===== src/rtl/uart_lite_slave_if.sv =====
// AXI4-Lite bus bundle between the mmu UART port and uart_lite_slave.
interface uart_lite_slave_if;
  logic [3:0]  araddr;
  logic        arvalid;
  logic        arready;
  logic [2:0]  arprot;
  logic [31:0] rdata;
  logic [1:0]  rresp;
  logic        rvalid;
  logic        rready;
  logic [3:0]  awaddr;
  logic        awvalid;
  logic        awready;
  logic [2:0]  awprot;
  logic [31:0] wdata;
  logic [3:0]  wstrb;
  logic        wvalid;
  logic        wready;
  logic [1:0]  bresp;
  logic        bvalid;
  logic        bready;

  modport master (
    output araddr, arvalid, arprot, rready, awaddr, awvalid, awprot, wdata, wstrb, wvalid, bready,
    input  arready, rdata, rresp, rvalid, awready, wready, bresp, bvalid
  );

  modport slave (
    input  araddr, arvalid, arprot, rready, awaddr, awvalid, awprot, wdata, wstrb, wvalid, bready,
    output arready, rdata, rresp, rvalid, awready, wready, bresp, bvalid
  );
endinterface


===== src/rtl/uart_lite_slave.sv =====
// UartLite-compatible AXI4-Lite register block with TX/RX byte FIFOs and a level irq.
module uart_lite_slave #(
  parameter int unsigned FIFO_DEPTH = 16
) (
  input  logic                    clk,
  input  logic                    rstn,
  uart_lite_slave_if.slave        axi,
  output logic [7:0]              tx_data,
  output logic                    tx_valid,
  input  logic                    tx_ready,
  input  logic [7:0]              rx_data,
  input  logic                    rx_valid,
  output logic                    irq
);
  localparam int unsigned PtrW = $clog2(FIFO_DEPTH);
  localparam int unsigned CntW = PtrW + 1;
  localparam logic [CntW-1:0] CntFull = CntW'(FIFO_DEPTH);

  typedef enum logic [1:0] {RIdle, RAck, RData} r_state_e;
  typedef enum logic [1:0] {WIdle, WAck, WResp} w_state_e;

  r_state_e r_state_q, r_state_d;
  w_state_e w_state_q, w_state_d;
  logic [31:0] rdata_q, rdata_d;
  logic overrun_q, overrun_d, intr_en_q, intr_en_d, irq_q;

  logic [7:0]      tx_mem [FIFO_DEPTH];
  logic [7:0]      rx_mem [FIFO_DEPTH];
  logic [PtrW-1:0] tx_wr_ptr_q, tx_wr_ptr_d, tx_rd_ptr_q, tx_rd_ptr_d;
  logic [PtrW-1:0] rx_wr_ptr_q, rx_wr_ptr_d, rx_rd_ptr_q, rx_rd_ptr_d;
  logic [CntW-1:0] tx_cnt_q, tx_cnt_d, rx_cnt_q, rx_cnt_d;

  logic r_ack, w_ack, tx_wr, ctrl_wr, rx_rd, stat_rd, flush_tx, flush_rx;
  logic tx_empty, tx_full, rx_empty, rx_full, tx_push, tx_pop, rx_push, rx_pop, overrun_set;
  logic [31:0] stat;

  // Address/data are sampled during the ack cycle, before the master may drop them.
  assign r_ack    = (r_state_q == RAck);
  assign w_ack    = (w_state_q == WAck);
  assign tx_wr    = w_ack && (axi.awaddr[3:2] == 2'd1) && axi.wstrb[0];
  assign ctrl_wr  = w_ack && (axi.awaddr[3:2] == 2'd3) && axi.wstrb[0];
  assign rx_rd    = r_ack && (axi.araddr[3:2] == 2'd0);
  assign stat_rd  = r_ack && (axi.araddr[3:2] == 2'd2);
  assign flush_tx = ctrl_wr && axi.wdata[0];
  assign flush_rx = ctrl_wr && axi.wdata[1];

  assign tx_empty    = (tx_cnt_q == '0);
  assign tx_full     = (tx_cnt_q == CntFull);
  assign rx_empty    = (rx_cnt_q == '0);
  assign rx_full     = (rx_cnt_q == CntFull);
  assign tx_pop      = !tx_empty && tx_ready;
  assign tx_push     = tx_wr && (!tx_full || tx_pop);
  assign rx_pop      = rx_rd && !rx_empty;
  assign rx_push     = rx_valid && (!rx_full || rx_pop);
  assign overrun_set = rx_valid && rx_full && !rx_pop && !flush_rx;

  assign stat = {26'b0, overrun_q, intr_en_q, tx_full, tx_empty, rx_full, !rx_empty};

  always_comb begin
    r_state_d = r_state_q;
    rdata_d   = rdata_q;
    unique case (r_state_q)
      RIdle: if (axi.arvalid) r_state_d = RAck;
      RAck: begin
        r_state_d = RData;
        case (axi.araddr[3:2])
          2'd0:    rdata_d = rx_empty ? 32'b0 : {24'b0, rx_mem[rx_rd_ptr_q]};
          2'd2:    rdata_d = stat;
          default: rdata_d = 32'b0;
        endcase
      end
      RData: if (axi.rready) r_state_d = RIdle;
      default: r_state_d = RIdle;
    endcase
  end

  always_comb begin
    w_state_d = w_state_q;
    unique case (w_state_q)
      WIdle: if (axi.awvalid && axi.wvalid) w_state_d = WAck;
      WAck:  w_state_d = WResp;
      WResp: if (axi.bready) w_state_d = WIdle;
      default: w_state_d = WIdle;
    endcase
  end

  always_comb begin
    tx_wr_ptr_d = tx_wr_ptr_q;
    tx_rd_ptr_d = tx_rd_ptr_q;
    tx_cnt_d    = tx_cnt_q;
    if (flush_tx) begin
      tx_wr_ptr_d = '0;
      tx_rd_ptr_d = '0;
      tx_cnt_d    = '0;
    end else begin
      if (tx_push) tx_wr_ptr_d = tx_wr_ptr_q + PtrW'(1);
      if (tx_pop)  tx_rd_ptr_d = tx_rd_ptr_q + PtrW'(1);
      if (tx_push && !tx_pop)      tx_cnt_d = tx_cnt_q + CntW'(1);
      else if (!tx_push && tx_pop) tx_cnt_d = tx_cnt_q - CntW'(1);
    end
  end

  always_comb begin
    rx_wr_ptr_d = rx_wr_ptr_q;
    rx_rd_ptr_d = rx_rd_ptr_q;
    rx_cnt_d    = rx_cnt_q;
    if (flush_rx) begin
      rx_wr_ptr_d = '0;
      rx_rd_ptr_d = '0;
      rx_cnt_d    = '0;
    end else begin
      if (rx_push) rx_wr_ptr_d = rx_wr_ptr_q + PtrW'(1);
      if (rx_pop)  rx_rd_ptr_d = rx_rd_ptr_q + PtrW'(1);
      if (rx_push && !rx_pop)      rx_cnt_d = rx_cnt_q + CntW'(1);
      else if (!rx_push && rx_pop) rx_cnt_d = rx_cnt_q - CntW'(1);
    end
  end

  // A new overrun in the same cycle as a STAT read keeps the flag set.
  always_comb begin
    overrun_d = overrun_q;
    if (overrun_set)  overrun_d = 1'b1;
    else if (stat_rd) overrun_d = 1'b0;
    intr_en_d = ctrl_wr ? axi.wdata[4] : intr_en_q;
  end

  always_ff @(posedge clk or negedge rstn) begin
    if (!rstn) begin
      r_state_q   <= RIdle;
      w_state_q   <= WIdle;
      rdata_q     <= '0;
      overrun_q   <= 1'b0;
      intr_en_q   <= 1'b0;
      irq_q       <= 1'b0;
      tx_wr_ptr_q <= '0;
      tx_rd_ptr_q <= '0;
      tx_cnt_q    <= '0;
      rx_wr_ptr_q <= '0;
      rx_rd_ptr_q <= '0;
      rx_cnt_q    <= '0;
    end else begin
      r_state_q   <= r_state_d;
      w_state_q   <= w_state_d;
      rdata_q     <= rdata_d;
      overrun_q   <= overrun_d;
      intr_en_q   <= intr_en_d;
      irq_q       <= intr_en_q && (!rx_empty || tx_empty);
      tx_wr_ptr_q <= tx_wr_ptr_d;
      tx_rd_ptr_q <= tx_rd_ptr_d;
      tx_cnt_q    <= tx_cnt_d;
      rx_wr_ptr_q <= rx_wr_ptr_d;
      rx_rd_ptr_q <= rx_rd_ptr_d;
      rx_cnt_q    <= rx_cnt_d;
    end
  end

  always_ff @(posedge clk) begin
    if (tx_push && !flush_tx) tx_mem[tx_wr_ptr_q] <= axi.wdata[7:0];
    if (rx_push && !flush_rx) rx_mem[rx_wr_ptr_q] <= rx_data;
  end

  assign axi.arready = r_ack;
  assign axi.rvalid  = (r_state_q == RData);
  assign axi.rdata   = rdata_q;
  assign axi.rresp   = 2'b00;
  assign axi.awready = w_ack;
  assign axi.wready  = w_ack;
  assign axi.bvalid  = (w_state_q == WResp);
  assign axi.bresp   = 2'b00;
  assign tx_data     = tx_mem[tx_rd_ptr_q];
  assign tx_valid    = !tx_empty;
  assign irq         = irq_q;

  logic unused_bus;
  assign unused_bus = ^{axi.arprot, axi.awprot, axi.araddr[1:0], axi.awaddr[1:0],
                        axi.wstrb[3:1], axi.wdata[31:8]};
endmodule


===== src/flat_wrapper.sv =====
// flat-port wrapper written by rule: the top's interface ports become plain ports
module uart_lite_slave_flat 
#(
  parameter int unsigned FIFO_DEPTH = 16
)
  (clk, rstn, tx_data, tx_valid, tx_ready, rx_data, rx_valid, irq, axi_araddr, axi_arvalid, axi_arprot, axi_rready, axi_awaddr, axi_awvalid, axi_awprot, axi_wdata, axi_wstrb, axi_wvalid, axi_bready, axi_arready, axi_rdata, axi_rresp, axi_rvalid, axi_awready, axi_wready, axi_bresp, axi_bvalid);
  uart_lite_slave_if axi_i ();
  input  logic clk;
  input  logic rstn;
  output logic [7:0] tx_data;
  output logic tx_valid;
  input  logic tx_ready;
  input  logic [7:0] rx_data;
  input  logic rx_valid;
  output logic irq;
  input wire logic [$bits(axi_i.araddr)-1:0] axi_araddr;
  input wire logic [$bits(axi_i.arvalid)-1:0] axi_arvalid;
  input wire logic [$bits(axi_i.arprot)-1:0] axi_arprot;
  input wire logic [$bits(axi_i.rready)-1:0] axi_rready;
  input wire logic [$bits(axi_i.awaddr)-1:0] axi_awaddr;
  input wire logic [$bits(axi_i.awvalid)-1:0] axi_awvalid;
  input wire logic [$bits(axi_i.awprot)-1:0] axi_awprot;
  input wire logic [$bits(axi_i.wdata)-1:0] axi_wdata;
  input wire logic [$bits(axi_i.wstrb)-1:0] axi_wstrb;
  input wire logic [$bits(axi_i.wvalid)-1:0] axi_wvalid;
  input wire logic [$bits(axi_i.bready)-1:0] axi_bready;
  output wire logic [$bits(axi_i.arready)-1:0] axi_arready;
  output wire logic [$bits(axi_i.rdata)-1:0] axi_rdata;
  output wire logic [$bits(axi_i.rresp)-1:0] axi_rresp;
  output wire logic [$bits(axi_i.rvalid)-1:0] axi_rvalid;
  output wire logic [$bits(axi_i.awready)-1:0] axi_awready;
  output wire logic [$bits(axi_i.wready)-1:0] axi_wready;
  output wire logic [$bits(axi_i.bresp)-1:0] axi_bresp;
  output wire logic [$bits(axi_i.bvalid)-1:0] axi_bvalid;
  assign axi_i.araddr = axi_araddr;
  assign axi_i.arvalid = axi_arvalid;
  assign axi_i.arprot = axi_arprot;
  assign axi_i.rready = axi_rready;
  assign axi_i.awaddr = axi_awaddr;
  assign axi_i.awvalid = axi_awvalid;
  assign axi_i.awprot = axi_awprot;
  assign axi_i.wdata = axi_wdata;
  assign axi_i.wstrb = axi_wstrb;
  assign axi_i.wvalid = axi_wvalid;
  assign axi_i.bready = axi_bready;
  assign axi_arready = axi_i.arready;
  assign axi_rdata = axi_i.rdata;
  assign axi_rresp = axi_i.rresp;
  assign axi_rvalid = axi_i.rvalid;
  assign axi_awready = axi_i.awready;
  assign axi_wready = axi_i.wready;
  assign axi_bresp = axi_i.bresp;
  assign axi_bvalid = axi_i.bvalid;
  uart_lite_slave #(.FIFO_DEPTH(FIFO_DEPTH)) u_core (.clk(clk), .rstn(rstn), .axi(axi_i), .tx_data(tx_data), .tx_valid(tx_valid), .tx_ready(tx_ready), .rx_data(rx_data), .rx_valid(rx_valid), .irq(irq));
endmodule

===== config.mk =====
export PLATFORM = sky130hd
export DESIGN_NAME = uart_lite_slave_flat
export DESIGN_NICKNAME = d
export VERILOG_FILES = /design/src/rtl/uart_lite_slave_if.sv /design/src/rtl/uart_lite_slave.sv /design/src/flat_wrapper.sv
export SDC_FILE = /design/constraint.sdc
export NUM_CORES = 1
export LEC_CHECK = 0
export BUFFER_PORTS_ARGS = -buffer_cell sky130_fd_sc_hd__buf_2
export CAP_MARGIN = 10
export CORE_ASPECT_RATIO = 1.5
export CORE_MARGIN = 5
export CORE_UTILIZATION = 25
export DETAILED_ROUTE_END_ITERATION = 8
export MAX_ROUTING_LAYER = met4
export PLACE_DENSITY = 0.47
export SLEW_MARGIN = 40
export SYNTH_ARGS = -nofsm -noshare
export SYNTH_HDL_FRONTEND = slang
export SYNTH_SLANG_ARGS = --single-unit
export TNS_END_PERCENT = 20

===== constraint.sdc =====
create_clock -name clk -period 3 [get_ports clk]
set_input_delay 0.6 -clock clk [delete_from_list [all_inputs] [get_ports clk]]
set_output_delay 0.6 -clock clk [all_outputs]
set_load 0.02 [all_outputs]

# Word-level counts from Yosys, hierarchy flattened
# Memory sizes are Yosys's and may differ from the RTL's.
# Index checks and enable logic that the tools add are counted.
[totals]
regBits = 65
ramBits = 256
in_bits = 67
output_inout_bits = 51
word_cells = 113
n_memories = 2
[mem_list]
columns = ["memory", "words", "word_bits", "read_ports", "rd_ports_with_merged_regs", "write_ports", "line_no", "source"]
rows = [
  ["u_core.rx_mem", 16, 8, 1, 0, 1, "uart_lite_slave.sv:28", "logic [7:0] rx_mem [FIFO_DEPTH];"],
  ["u_core.tx_mem", 16, 8, 1, 0, 1, "uart_lite_slave.sv:27", "logic [7:0] tx_mem [FIFO_DEPTH];"],
]
[classes]
addsub = 8
n_eq_ne = 13
mux = 28
n_reduce_logical = 50
[ops]
columns = ["cell", "count"]
rows = [
  ["$pmux 32 s2", 1],
  ["$mux 4", 8],
  ["$mux 5", 6],
  ["$logic_and 1x1->1", 23],
  ["$add 4x1->4 const B", 4],
  ["$pmux 2 s3", 2],
  ["$add 5x1->5 const B", 2],
  ["$eq 5x5->1 const B", 2],
  ["$logic_not 1->1", 10],
  ["$logic_not 5->1", 2],
  ["$reduce_bool 2->1", 5],
  ["$sub 5x1->5 const B", 2],
  ["$eq 2x2->1 const B", 4],
  ["$mux 2", 4],
  ["$mux 8", 1],
  ["$eq 2x1->1 const B", 3],
  ["$logic_not 2->1", 3],
  ["$mux 1", 6],
  ["$ne 2x2->1 const B", 3],
  ["$reduce_bool 3->1", 2],
  ["$reduce_and 2->1", 2],
  ["$logic_or 1x1->1", 3],
  ["$ne 2x1->1 const B", 1],
]

# Depth between registers and ports, before layout
[logic_depth]
word_depth = 10
mapped_depth = 10
ltp_nobuf = 10

# Least setup slack after synthesis
# No wires, ideal clock.
[synth_timing]
kind = "input port to flip-flop"
start = "in axi_araddr[3]"
end = "reg u_core.rx_cnt_q[4]"
setup_ns = 0.079
arrival_ns = 2.839
required_ns = 2.921
setup_slack_ns = 0.082
cell_stages = 9
cell_sequence = "or4b_4 -> a31oi_2 -> ha_1 -> inv_1 -> fa_1 -> a21o_1 -> a21oi_1 -> mux2i_1 -> mux2i_1"
[synth_via]
elab_chain_cells = 8
word_cells_on_any_way = 12
classes_between = "mux: 2; reduce/logical: 10"
[synth_rtl]
columns = ["item", "line_no", "source"]
rows = [
  ["from (decl)", "flat_wrapper.sv:16", "input wire logic [$bits(axi_i.araddr)-1:0] axi_araddr;"],
  ["$logic_not 2->1 (*)", "uart_lite_slave.sv:42", "assign rx_rd = r_ack && (axi.araddr[3:2] == 2'd0);"],
  ["$logic_and 1x1->1 (*)", "uart_lite_slave.sv:42", ""],
  ["$logic_and 1x1->1 (*)", "uart_lite_slave.sv:53", "assign rx_pop = rx_rd && !rx_empty;"],
  ["$logic_or 1x1->1", "uart_lite_slave.sv:54", "assign rx_push = rx_valid && (!rx_full || rx_pop);"],
  ["$logic_and 1x1->1", "uart_lite_slave.sv:54", ""],
  ["$logic_and 1x1->1 or $logic_not 1->1 (tied branches)", "uart_lite_slave.sv:114, uart_lite_slave.sv:115", ""],
  ["$mux 5 or $logic_and 1x1->1 (tied branches)", "uart_lite_slave.sv:114, uart_lite_slave.sv:115", ""],
  ["$mux 5 or $reduce_bool 3->1 (tied branches)", "-", ""],
  ["to (signal assigned)", "uart_lite_slave.sv:153", "rx_cnt_q <= rx_cnt_d;"],
  ["to (decl)", "uart_lite_slave.sv:31", "logic [CntW-1:0] tx_cnt_q, tx_cnt_d, rx_cnt_q, rx_cnt_d;"],
]
# Every way passes the cells marked *; elsewhere a longest branch is shown, timed or not.
# A chain may end at the register's enable or synchronous reset.

# Worst setup path in the final report
[layout_timing]
start = "reg u_core.tx_rd_ptr_q[0]"
end = "out tx_data[1]"
[layout_via]
elab_chain_cells = 1
[layout_rtl]
columns = ["item", "line_no", "source"]
rows = [
  ["from (decl)", "uart_lite_slave.sv:29", "logic [PtrW-1:0] tx_wr_ptr_q, tx_wr_ptr_d, tx_rd_ptr_q, tx_rd_ptr_d;"],
  ["from (signal assigned)", "uart_lite_slave.sv:149", "tx_rd_ptr_q <= tx_rd_ptr_d;"],
  ["$mem_v2 16x8", "-", ""],
  ["to (decl)", "flat_wrapper.sv:10", "output logic [7:0] tx_data;"],
]
# Every way passes these cells.

==> run_results.csv <==
group,metric,value,unit
setup_path,cell_count_of_the_worst_reg_to_reg_path,9,
placement,dp_cells,1417,
power_and_ir_drop,worst_voltage_drop_across_the_vdd_grid,0.541,mV
setup_path,worstPathMaxFanout,17,
timing,maxSlewHeadroom,47.8,%
cells_and_area,finalCoreUtilization,30.2,%
die,initial_core_util,25.2,%
hold_path,holdCritPathClass,"input pin to flop",
cells_and_area,stdcell_count,1481,
detailed_routing,routedWlPerCell,19.4,um
synth,synthesis.instances,674,
setup_path,critPathTopFamily,"multiplexers",
hold_path,worst_hold_path.num_cells,2,
synth,area_share_of_the_leading_cell_type_in_the_synthesized_netlist,61.5,%
timing,hold_viol,0,
synth,synth-warning-count,0,
setup_path,capture_instance_of_the_worst_register_to_register_path,"u_core.rx_cnt_q[4]",
global_route,grt_pass1_vias,6933,
setup_path,critical_path_arrival,2320,ps
placement,place.port_buffers,52,
synth,asyncSetResetFlopFracSynth,13.8,%
synth,synth-seq-cells,297,
synth,number_of_flops_mapped_to_enable_cells_by_yosys,256,
cts,ctsHtreeMaxLevel,2,
setup_path,critical_path.cell_chain,"buf_12 > mux4_2 > mux4_2 > buf_2",
outcome,outcome,"complete, no violations",
placement,hpwl,19.7,mm
die,die-width,193,um
detailed_routing,dr_total_vias,6309,
detailed_routing,route.detailed.drc,0,
timing,rsz0062_at_grt,"true",
global_route,grt_remaining_overflow,0,
cells_and_area,antennaDiodeCount,0,
timing,report.final.slew_viol_count,0,
synth,ys_seq_area_share,69.7,%
cts,cts.root.buffer_cell,"clkbuf_16",
synth,synth.most_common_cell,"edfxtp_1",
setup_path,critical_path_cell_count,4,
setup_path,cp_slowest_stage_delay,530,ps
die,ioPinCount,118,
placement,pre_cts_ws,-78.5,ps
cts,cts_buffers,34,
die,row_count,100,
cells_and_area,drive_above_1_share,28.7,%
setup_path,timing.critical_path.to,"tx_data[1]",
power_and_ir_drop,power_density,880,mW/mm^2
timing,highest_achievable_clock_rate,0.343,GHz
global_route,grt_first_pass_wirelength,43.6,mm
power_and_ir_drop,p_total,13.1,mW
detailed_routing,number_of_routed_nets_with_antenna_violations,0,
synth,ys_top_cells_by_count,"edfxtp_1 (256), mux4_2 (59), nor2_1 (44)",
synth,synth_area_leader_cell,"edfxtp_1",
detailed_routing,met3_length,1.04,mm
detailed_routing,routedLengthMet1,11.1,mm
cells_and_area,stdcell_area,0.0149,sq mm
timing,skew,25.3,ps
synth,post_synth_num_cell_types,55,
cts,tritoncts_sink_count,297,
setup_path,cp_common_cell,"mux4_2",
global_route,grt_start_max_net_pins,36,
cts,worstSkewPairLatency,520,ps
cells_and_area,design.final.nets,879,
detailed_routing,detail_route.vias_per_cell,4.26,
timing,finalCriticalPeriod,2920,ps
timing,worst-slew-pin-transition,782,ps
die,fp.dieArea,0.0546,sq mm
cts,cts_tree,"yes",
detailed_routing,routed.top_layer,"met4",
detailed_routing,final_wl,28.7,mm
setup_path,path_class,"flop to output pin",
cts,cts_buffer_depth,3,
setup_path,worstPathRequired,2400,ps
die,die_h,284,um
die,core-area,0.0495,sq mm
cells_and_area,flow.area_growth_from_synthesis,19.6,%
placement,dpl-instance-area,0.0138,sq mm
flow_run,maxCapViolations,0,
global_route,groute.usage.overall,10.8,%
power_and_ir_drop,static-leakage-power,5.22,nW
timing,crit_path_setup_slack_layout,83.1,ps
setup_path,r2r_start,"u_core.r_state_q[1]",
detailed_routing,met2_wirelength,15.9,mm
synth,synth.avg_cell_area,18.5,sq um
setup_path,rrSetupSlack,250,ps
cts,clkTransAtPathRegs,60,ps
setup_path,worstSetupStartpoint,"u_core.tx_rd_ptr_q[0]",
synth,synth_area,0.0125,sq mm
setup_path,critical_path_s_slowest_cell,"mux4_2",
synth,synthTopCellsByArea,"edfxtp_1 (62%), mux4_2 (11%), dfrtp_1 (8.2%)",
setup_path,worst_setup_path_start_kind,"flop",
placement,place.gp.congestion,0.746,
timing,min_period_over_period,97.2,%
global_route,number_of_antenna_violations_at_the_first_check_in_global_routing,2,
detailed_routing,initialDrtViolationCount,282,
synth,ys.flop_type,"edfxtp_1",
detailed_routing,drt_pre_antenna_iters,6,
setup_path,crit_buf_inv,2,
setup_path,timing.critical_path.to_type,"output pin",
timing,setup_violations,0,
==> worst reg2reg max path, stage by stage, from the launching register on <==
cell and delay [ps]:
dfrtp_1 440, or4b_4 520, a31oi_2 220, ha_1 200
inv_1 100, fa_1 400, a21o_1 190, a21oi_1 180
mux2i_1 230, mux2i_1 200
==> layer usage <==
layer	GRT usage (%)	up-vias
met5	-	-
met4	2.78	0
met3	1.93	41
met2	20.2	131
met1	11.8	3254
li1	-	2883
==> kinds of logic (layout without fill, tap and decap cells) <==
group | count (synthesis) | after routing | share of synthesized area [%]
flip-flops | 297 | 297 | 69.7
AND/OR/NAND/NOR | 115 | 115 | 4.91
multiplexers | 96 | 96 | 15.3
buffers and inverters | 79 | 196 | 3.71
AO/OA/AOI/OAI | 52 | 52 | 3.21
adder cells (fa/ha/maj) | 20 | 20 | 2.12
XOR/XNOR | 14 | 14 | 0.981
other | 1 | 28 | 0.0300
==> how the worst min path moves through the flow <==
stage,slack [ps],to,from
after floorplan,300,u_core.axi.rdata[0],rstn
after global placement,480,u_core.axi.rdata[3],u_core.axi.rdata[3]
after detailed placement,490,u_core.axi.rdata[3],u_core.axi.rdata[3]
after CTS,240,u_core.r_state_q[1],axi_rready
after global routing,280,u_core.r_state_q[1],axi_rready
final,270,u_core.r_state_q[1],axi_rready
==> area by class of cell <==
type                            instances  area [sq um]
Fill cell                            4977         34600
Tap cell                              663           830
Sequential cell                       297          8720
Timing Repair Buffer                  116           812
Clock buffer                           42           881
Clock inverter                         20           193
Multi-Input combinational cell        325          3440
Inverter                               18          67.6
==> layout by cell type, fill, tap and decap left out, types with 5 or more instances in the layout <==
cell,instances
a21o_1,5
nand2_1,9
inv_1,18
mux4_2,59
o22ai_1,5
nand3_1,12
xnor2_1,5
buf_12,5
nor2_1,44
dfrtp_1,38
mux2i_1,23
clkbuf_1,8
nand2b_1,6
nor3_1,7
buf_4,58
a21oi_1,10
mux4_1,13
ha_1,18
clkbuf_16,34
conb_1,28
and2_1,8
nor3b_1,5
clkinv_1,9
xor2_1,9
edfxtp_1,256
buf_2,51
==> sequential cells by signal, summed over array words and instances, names as in the netlist <==
name	flops
u_core.tx_rd_ptr_q	4
u_core.rx_rd_ptr_q	4
u_core.tx_wr_ptr_q	4
u_core.intr_en_q	1
u_core.w_state_q	2
u_core.overrun_q	1
u_core.irq	1
u_core.rx_mem	128
u_core.axi.rdata	8
u_core.tx_mem	128
u_core.r_state_q	2
u_core.tx_cnt_q	5
u_core.rx_cnt_q	5
u_core.rx_wr_ptr_q	4
==> through the flow <==
step	hold WS, ps	setup TNS, ps
floorplan	304	0
CTS	239	0
global route	283	-18.3
global placement	479	-69.0
detailed placement	488	-78.5
finish	273	0
==> report_power, final <==
part	switching, mW	internal, mW
logic	1.94	1.86
clock network	1.65	2.36
registers	0.422	4.91
total	4.02	9.13
==> timing repair <==
| item | in CTS | in global routing |
|---|---|---|
| hold endpoints to repair | 9 | 0 |
| setup buffers | 0 | 1 |
| resized for setup | 0 | 2 |
| setup endpoints to repair | 0 | 2 |
| hold buffers | 1 | 0 |
Power figures use the tool's default switching activity.
